**config.mk**
```make
export PLATFORM = sky130hd
export DESIGN_NAME = uart_line_scheduler
export DESIGN_NICKNAME = d
export VERILOG_FILES = /design/src/rtl/uart_line_scheduler.sv
export SDC_FILE = /design/constraint.sdc
export NUM_CORES = 1
export LEC_CHECK = 0
export CORE_UTILIZATION = 40
export CTS_CLUSTER_SIZE = 28
export DETAILED_ROUTE_END_ITERATION = 8
export GPL_ROUTABILITY_DRIVEN = 0
export PLACE_DENSITY = 0.76
export RECOVER_POWER = 100
export SYNTH_ARGS = -nofsm -noshare
export SYNTH_HDL_FRONTEND = slang
export SYNTH_SLANG_ARGS = --single-unit
```
**constraint.sdc**
```tcl
create_clock -name clock -period 2.37 [get_ports clock]
set_input_delay 0.474 -clock clock [delete_from_list [all_inputs] [get_ports clock]]
set_output_delay 0.474 -clock clock [all_outputs]
set_load 0.1 [all_outputs]
```
**src/rtl/uart_line_scheduler.sv**
```systemverilog
`default_nettype none
// +----------------------------------------------------------------------------+
// | uart_line_scheduler: round-robin arbiter printing "c:HHHH\r\n" per grant   |
// | Revision 1.0 - initial release                                             |
// +----------------------------------------------------------------------------+
module uart_line_scheduler #(
    parameter int NUMBER_OF_CHANNELS         = 4,
    parameter int LOG2_OF_NUMBER_OF_CHANNELS = 2
) (
    input  logic                                  clock,
    input  logic                                  reset,
    input  logic [NUMBER_OF_CHANNELS-1:0]         request,
    input  logic [16*NUMBER_OF_CHANNELS-1:0]      data,
    output logic [NUMBER_OF_CHANNELS-1:0]         grant_ack,
    input  logic                                  uart_busy,
    output logic                                  start_uart_transfer,
    output logic [7:0]                            byte_to_send,
    output logic                                  line_active,
    output logic [LOG2_OF_NUMBER_OF_CHANNELS-1:0] current_channel
);

    typedef enum logic [2:0] {
        S_IDLE        = 3'd0,
        S_GRANT       = 3'd1,
        S_SEND        = 3'd2,
        S_WAIT_ACCEPT = 3'd3,
        S_WAIT_DONE   = 3'd4
    } state_t;

    state_t                                  r_state;
    state_t                                  w_next_state;
    logic [LOG2_OF_NUMBER_OF_CHANNELS-1:0]   r_pointer;
    logic [LOG2_OF_NUMBER_OF_CHANNELS-1:0]   r_channel;
    logic [15:0]                             r_value;
    logic [2:0]                              r_index;
    logic [7:0]                              r_byte;
    logic [LOG2_OF_NUMBER_OF_CHANNELS-1:0]   w_pick;
    logic                                    w_pick_valid;

    function automatic logic [LOG2_OF_NUMBER_OF_CHANNELS-1:0] f_wrap(input int unsigned v);
        int unsigned m;
        m = v % NUMBER_OF_CHANNELS;
        return m[LOG2_OF_NUMBER_OF_CHANNELS-1:0];
    endfunction

    function automatic logic [7:0] f_hex(input logic [3:0] n);
        return (n < 4'd10) ? (8'h30 + {4'h0, n}) : (8'h37 + {4'h0, n});
    endfunction

    function automatic logic [7:0] f_char(input logic [2:0]                            idx,
                                          input logic [15:0]                           value,
                                          input logic [LOG2_OF_NUMBER_OF_CHANNELS-1:0] chan);
        logic [7:0] ch;
        case (idx)
            3'd0:    ch = 8'h30 + 8'(chan);
            3'd1:    ch = 8'h3A;
            3'd2:    ch = f_hex(value[15:12]);
            3'd3:    ch = f_hex(value[11:8]);
            3'd4:    ch = f_hex(value[7:4]);
            3'd5:    ch = f_hex(value[3:0]);
            3'd6:    ch = 8'h0D;
            default: ch = 8'h0A;
        endcase
        return ch;
    endfunction

    // Scan from the farthest offset back so the closest requester to the pointer wins.
    always_comb begin
        w_pick       = '0;
        w_pick_valid = 1'b0;
        for (int i = NUMBER_OF_CHANNELS - 1; i >= 0; i--) begin
            if (request[f_wrap(32'(r_pointer) + 32'(i))]) begin
                w_pick       = f_wrap(32'(r_pointer) + 32'(i));
                w_pick_valid = 1'b1;
            end
        end
    end

    always_comb begin
        w_next_state        = r_state;
        start_uart_transfer = 1'b0;
        grant_ack           = '0;
        case (r_state)
            S_IDLE: begin
                if (w_pick_valid) w_next_state = S_GRANT;
            end
            S_GRANT: begin
                grant_ack[r_channel] = 1'b1;
                w_next_state         = S_SEND;
            end
            S_SEND: begin
                // Hold off the strobe if the transmitter is still finishing earlier work.
                if (!uart_busy) begin
                    start_uart_transfer = 1'b1;
                    w_next_state        = S_WAIT_ACCEPT;
                end
            end
            S_WAIT_ACCEPT: begin
                if (uart_busy) w_next_state = S_WAIT_DONE;
            end
            S_WAIT_DONE: begin
                if (!uart_busy) w_next_state = (r_index == 3'd7) ? S_IDLE : S_SEND;
            end
            default: w_next_state = S_IDLE;
        endcase
    end

    always_ff @(posedge clock) begin
        if (reset) begin
            r_state   <= S_IDLE;
            r_pointer <= '0;
            r_channel <= '0;
            r_value   <= '0;
            r_index   <= '0;
            r_byte    <= '0;
        end else begin
            r_state <= w_next_state;
            case (r_state)
                S_IDLE: begin
                    if (w_pick_valid) r_channel <= w_pick;
                end
                S_GRANT: begin
                    r_value   <= data[16*r_channel +: 16];
                    r_index   <= 3'd0;
                    r_pointer <= f_wrap(32'(r_channel) + 32'd1);
                    r_byte    <= f_char(3'd0, 16'h0000, r_channel);
                end
                S_WAIT_DONE: begin
                    // The next byte is registered on entry to SEND and held until the following SEND.
                    if (!uart_busy && r_index != 3'd7) begin
                        r_index <= r_index + 3'd1;
                        r_byte  <= f_char(r_index + 3'd1, r_value, r_channel);
                    end
                end
                default: ;
            endcase
        end
    end

    assign line_active     = (r_state != S_IDLE);
    assign byte_to_send    = r_byte;
    assign current_channel = r_channel;

endmodule
`default_nettype wire
```
==> metrics list <==
* IO Count: 87
- CTS tree: done
- The count of final max-slew check failures came to 0.
- 0 antenna diodes ended up in the layout.
- Category of the critical setup timing path: flip-flop to flip-flop
- The number of hold buffers added after CTS was 0.
* Area taken by multi-input logic gates: 1660 sq um
- In this run the critical register-to-register path is launched from r_index[0].
* Area taken by flip-flops and latches: 666 sq um
- Row generation in the floorplan step produced 28 rows.
- F_max: 446 MHz
* Area Overhead vs Synth: 40.0%
* Wire length per cell: 15.1 um
- For this run, global-route usage on met3 was measured as 0.0307.
* Largest net degree at the start of global routing: 24
- Placeable core region: approximately 5900 sq um
- H-tree depth reported by CTS: 2
- Once routing completed, OpenROAD measured the worst setup slack at 0.125 ns.
- Synthesized-area fraction occupied by adder cells: 0.0712
* Post-cts sizing count: 0
- Sequential element share of the synthesized area: 0.269
* Num CTS Buffers: 5
- Total Wirelength: 6800 um
- Deepest clock path buffer count: 2
- Area share of the largest cell type after synthesis: 0.269
- Final Cycle Share: 0.947
- By area, the combinational part of the netlist is dominated by compound AO/OA/AOI/OAI gates.
- CTS root buffer: sky130_fd_sc_hd__clkbuf_8
* Worst hold stages: 2
- The total overflow left after global routing is 0.
- Number of setup buffers added after CTS: 0
- Transition time of the tightest slew-check pin: 1.20 ns
- Die H: between 80 and 90 um
- Number of antenna violations at the first check in global routing: 0
- For met2 alone, demand over resource in global routing was 0.369.
- In this run, synthesis produced a sequential element count of 33.
- The worst hold path begins at r_index[2].
- Sink of the worst hold path: r_index[2]
* YS warnings: 0
* Routing usage on met1: 0.289
- Most area-hungry cell type in the Yosys netlist: sky130_fd_sc_hd__dfxtp_1
- For this run, the total global-route usage over all layers was measured as 0.221.
- In the post-synthesis netlist, the biggest area contributors are sky130_fd_sc_hd__dfxtp_1 27%, sky130_fd_sc_hd__mux4_2 15%, sky130_fd_sc_hd__nand2_1 7.9%.
- The number of nets in the synthesized netlist is between 300 and 400.
* Reported max-cap violation count: 0
* Endpoint of the lowest-slack register-to-register path: byte_to_send[4]
* Die area: 6470 sq um
- Place WS: ~0.21 ns
- RSZ-0062 raised after global routing: no
* Area share of and/or/nand/nor cells after synthesis: 0.207
- After the last flow step, the layout net total stands at 460.
- Clock tree sinks: 33
- Setup violations remaining at the end of the flow were counted as 0.
* Avg Inst Size Synth: 8.28 sq um
- Number of detailed-route iterations in the first pass: 4
* Path depth of the worst reg2reg path: 7
- The filler cells instantiated in the layout total about 530.
- Via density: between 5 and 6
* Final HPWL from detailed placement: 5310 um
- Layer with the highest usage: met2
* Final antenna-violating net count: 0
- Worst Setup End Kind: flip-flop
* Quantity of I/O buffers inserted on ports: 85
- The number of global-route vias before repair is 2419.
- Power density cells: approximately 520 nW/um^2
* Result of the run: completed
- Type of the most critical hold path: flip-flop to flip-flop
- Headroom to the max-slew limit: 0.205
- After technology mapping, the gate count stands at 297.
- Post-Syn Area: between 2000 and 2500 sq um
- Skew-Pair Late Insertion Delay: between 0.2 and 0.3 ns
* Total negative slack: 0 ns
* Final Skew: 0.00520 ns
- Worst vdd ir: ~0.44 mV
* Data required time at the worst endpoint: between 2 and 3 ns
- The initial utilization of the core area, before any placement, comes to 0.415.
- Of the cells placed in the final design, the portion with a size suffix greater than 1 is 0.133.
* Setup crit start kind: flip-flop
* Final number of hold-violating endpoints: 0
- Multiplexer fraction of the synthesized cell area: 0.155
- Subtracting the final worst setup slack from the clock period gives 2.24 ns.
- The analysis attributes to cell leakage a power of 1.18 nW.
* First-pass GRT wire length: 11000 um
* Yosys cell types: 48
- Clock-pin slew on the worst setup and hold paths: 0.07 ns
- Of the total synthesized cell area, the portion taken by XOR and XNOR cells is 0.0142.
- Reg2reg setup slack: 0.13 ns
* DR iter-0 viols: between 150 and 200
- From left edge to right edge, the die measures 80.4 um.
- Vias post-DR: around 2500
* Synthesized-area fraction occupied by ao, oa, aoi and oai cells: 0.220
- Remaining routing DRC violations: 0
* Worst EP arrival: 2.42 ns
- Maximum fanout count along the critical path: 10
layout by cell type, fill, tap and decap left out, drive strengths merged, types with 2 or more instances in the layout:
cell type,Yosys,final
a211oi,5,5
a21boi,2,2
a21oi,34,34
a22oi,2,2
a31o,2,2
a31oi,5,5
and2,4,4
and4b,3,3
buf,6,11
clkbuf,16,20
clkdlybuf4s50,0,68
dfxtp,33,33
dlygate4sd3,0,2
ha,14,14
inv,16,16
mux2i,2,2
mux4,16,16
nand2,52,52
nand2b,2,2
nand3,9,9
nor2,15,15
nor2b,6,6
nor3,6,6
o2111a,2,2
o2111ai,2,2
o211ai,5,5
o21ai,14,14
o41ai,2,2
or3,2,2
or3b,2,2
xnor2,4,4
power by group:
group / switching, mW / internal (mW)
Clock: 0.212 / 0.237
Sequential: 0.0947 / 0.607
Combinational: 0.365 / 0.290
through the flow:
step,area (sq um),instances,utilization,hold slack (ns),power (mW)
floorplan,2470,297,-,0.449,1.14
global placement,3430,443,0.579,0.461,1.38
detailed placement,3430,443,0.579,0.470,1.40
CTS,3520,451,0.594,0.478,1.84
global route,3440,451,0.582,0.510,1.89
finish,3440,451,0.582,0.478,1.81
registers in the layout, summed over array words and instances (netlist names):
| name | flops |
|---|---|
| current_channel | 2 |
| byte_to_send | 7 |
| r_value | 16 |
| r_state | 3 |
| r_pointer | 2 |
| r_index | 3 |
cell usage after synthesis, drive strengths merged:
cell type   n
nand3       9
o2111a      2
xnor2       4
a211oi      5
a311oi      1
nand2      52
ha         14
o21ai      14
o211ai      5
a31oi       5
inv        16
nor3        6
nand3b      1
or4b        1
a31o        2
o41ai       2
nand2b      2
or3b        2
clkbuf     16
or3         2
and4b       3
a22oi       2
o2bb2a      1
o311a       1
nor2       15
and3b       1
o31ai       1
a221oi      1
a21boi      2
dfxtp      33
conb        1
nor3b       1
buf         6
a2bb2oi     1
o2111ai     2
mux2i       2
a21oi      34
and2        4
o22a        1
a32oi       1
o21a        1
mux4       16
nor2b       6
routing by layer:
metal	wire length (um)	vias up
met4	125	0
met5	0	-
li1	-	1232
met3	353	14
met1	2980	1193
met2	3330	77
kinds of logic after synthesis:
logic type	Yosys count
flip-flops	33
AND/OR/NAND/NOR	105
AO/OA/AOI/OAI	84
adder cells (fa/ha/maj)	14
buffers and inverters	38
XOR/XNOR	4
other	1
multiplexers	18
final cells by class:
class,count,area share
Multi-Input combinational cell,226,0.481
Timing Repair Buffer,93,0.255
Sequential cell,33,0.193
Tap cell,75,0.0273
Clock buffer,8,0.0262
Inverter,16,0.0174
worst max-delay path, stage by stage, from the launching register on:
cell	delay, ns
sky130_fd_sc_hd__dfxtp_1	0.37
sky130_fd_sc_hd__ha_1	0.22
sky130_fd_sc_hd__ha_1	0.45
sky130_fd_sc_hd__clkbuf_1	0.37
sky130_fd_sc_hd__o211ai_1	0.21
sky130_fd_sc_hd__a221oi_2	0.31
sky130_fd_sc_hd__o21a_1	0.16
sky130_fd_sc_hd__nor3_1	0.05
worst max path at each step:
stage / from / end / slack, ns / cells after the start
finish: r_index[0] / byte_to_send[4] / 0.13 / 7
global placement: r_index[0] / byte_to_send[1] / 0.30 / 7
floorplan: current_channel[1] / grant_ack[1] / 0.04 / 5
CTS: r_index[0] / byte_to_send[1] / 0.18 / 7
detailed placement: r_index[0] / byte_to_send[1] / 0.21 / 7
global route: r_index[0] / byte_to_send[4] / 0.04 / 7
Note: power is estimated with default switching activity, not from simulation.
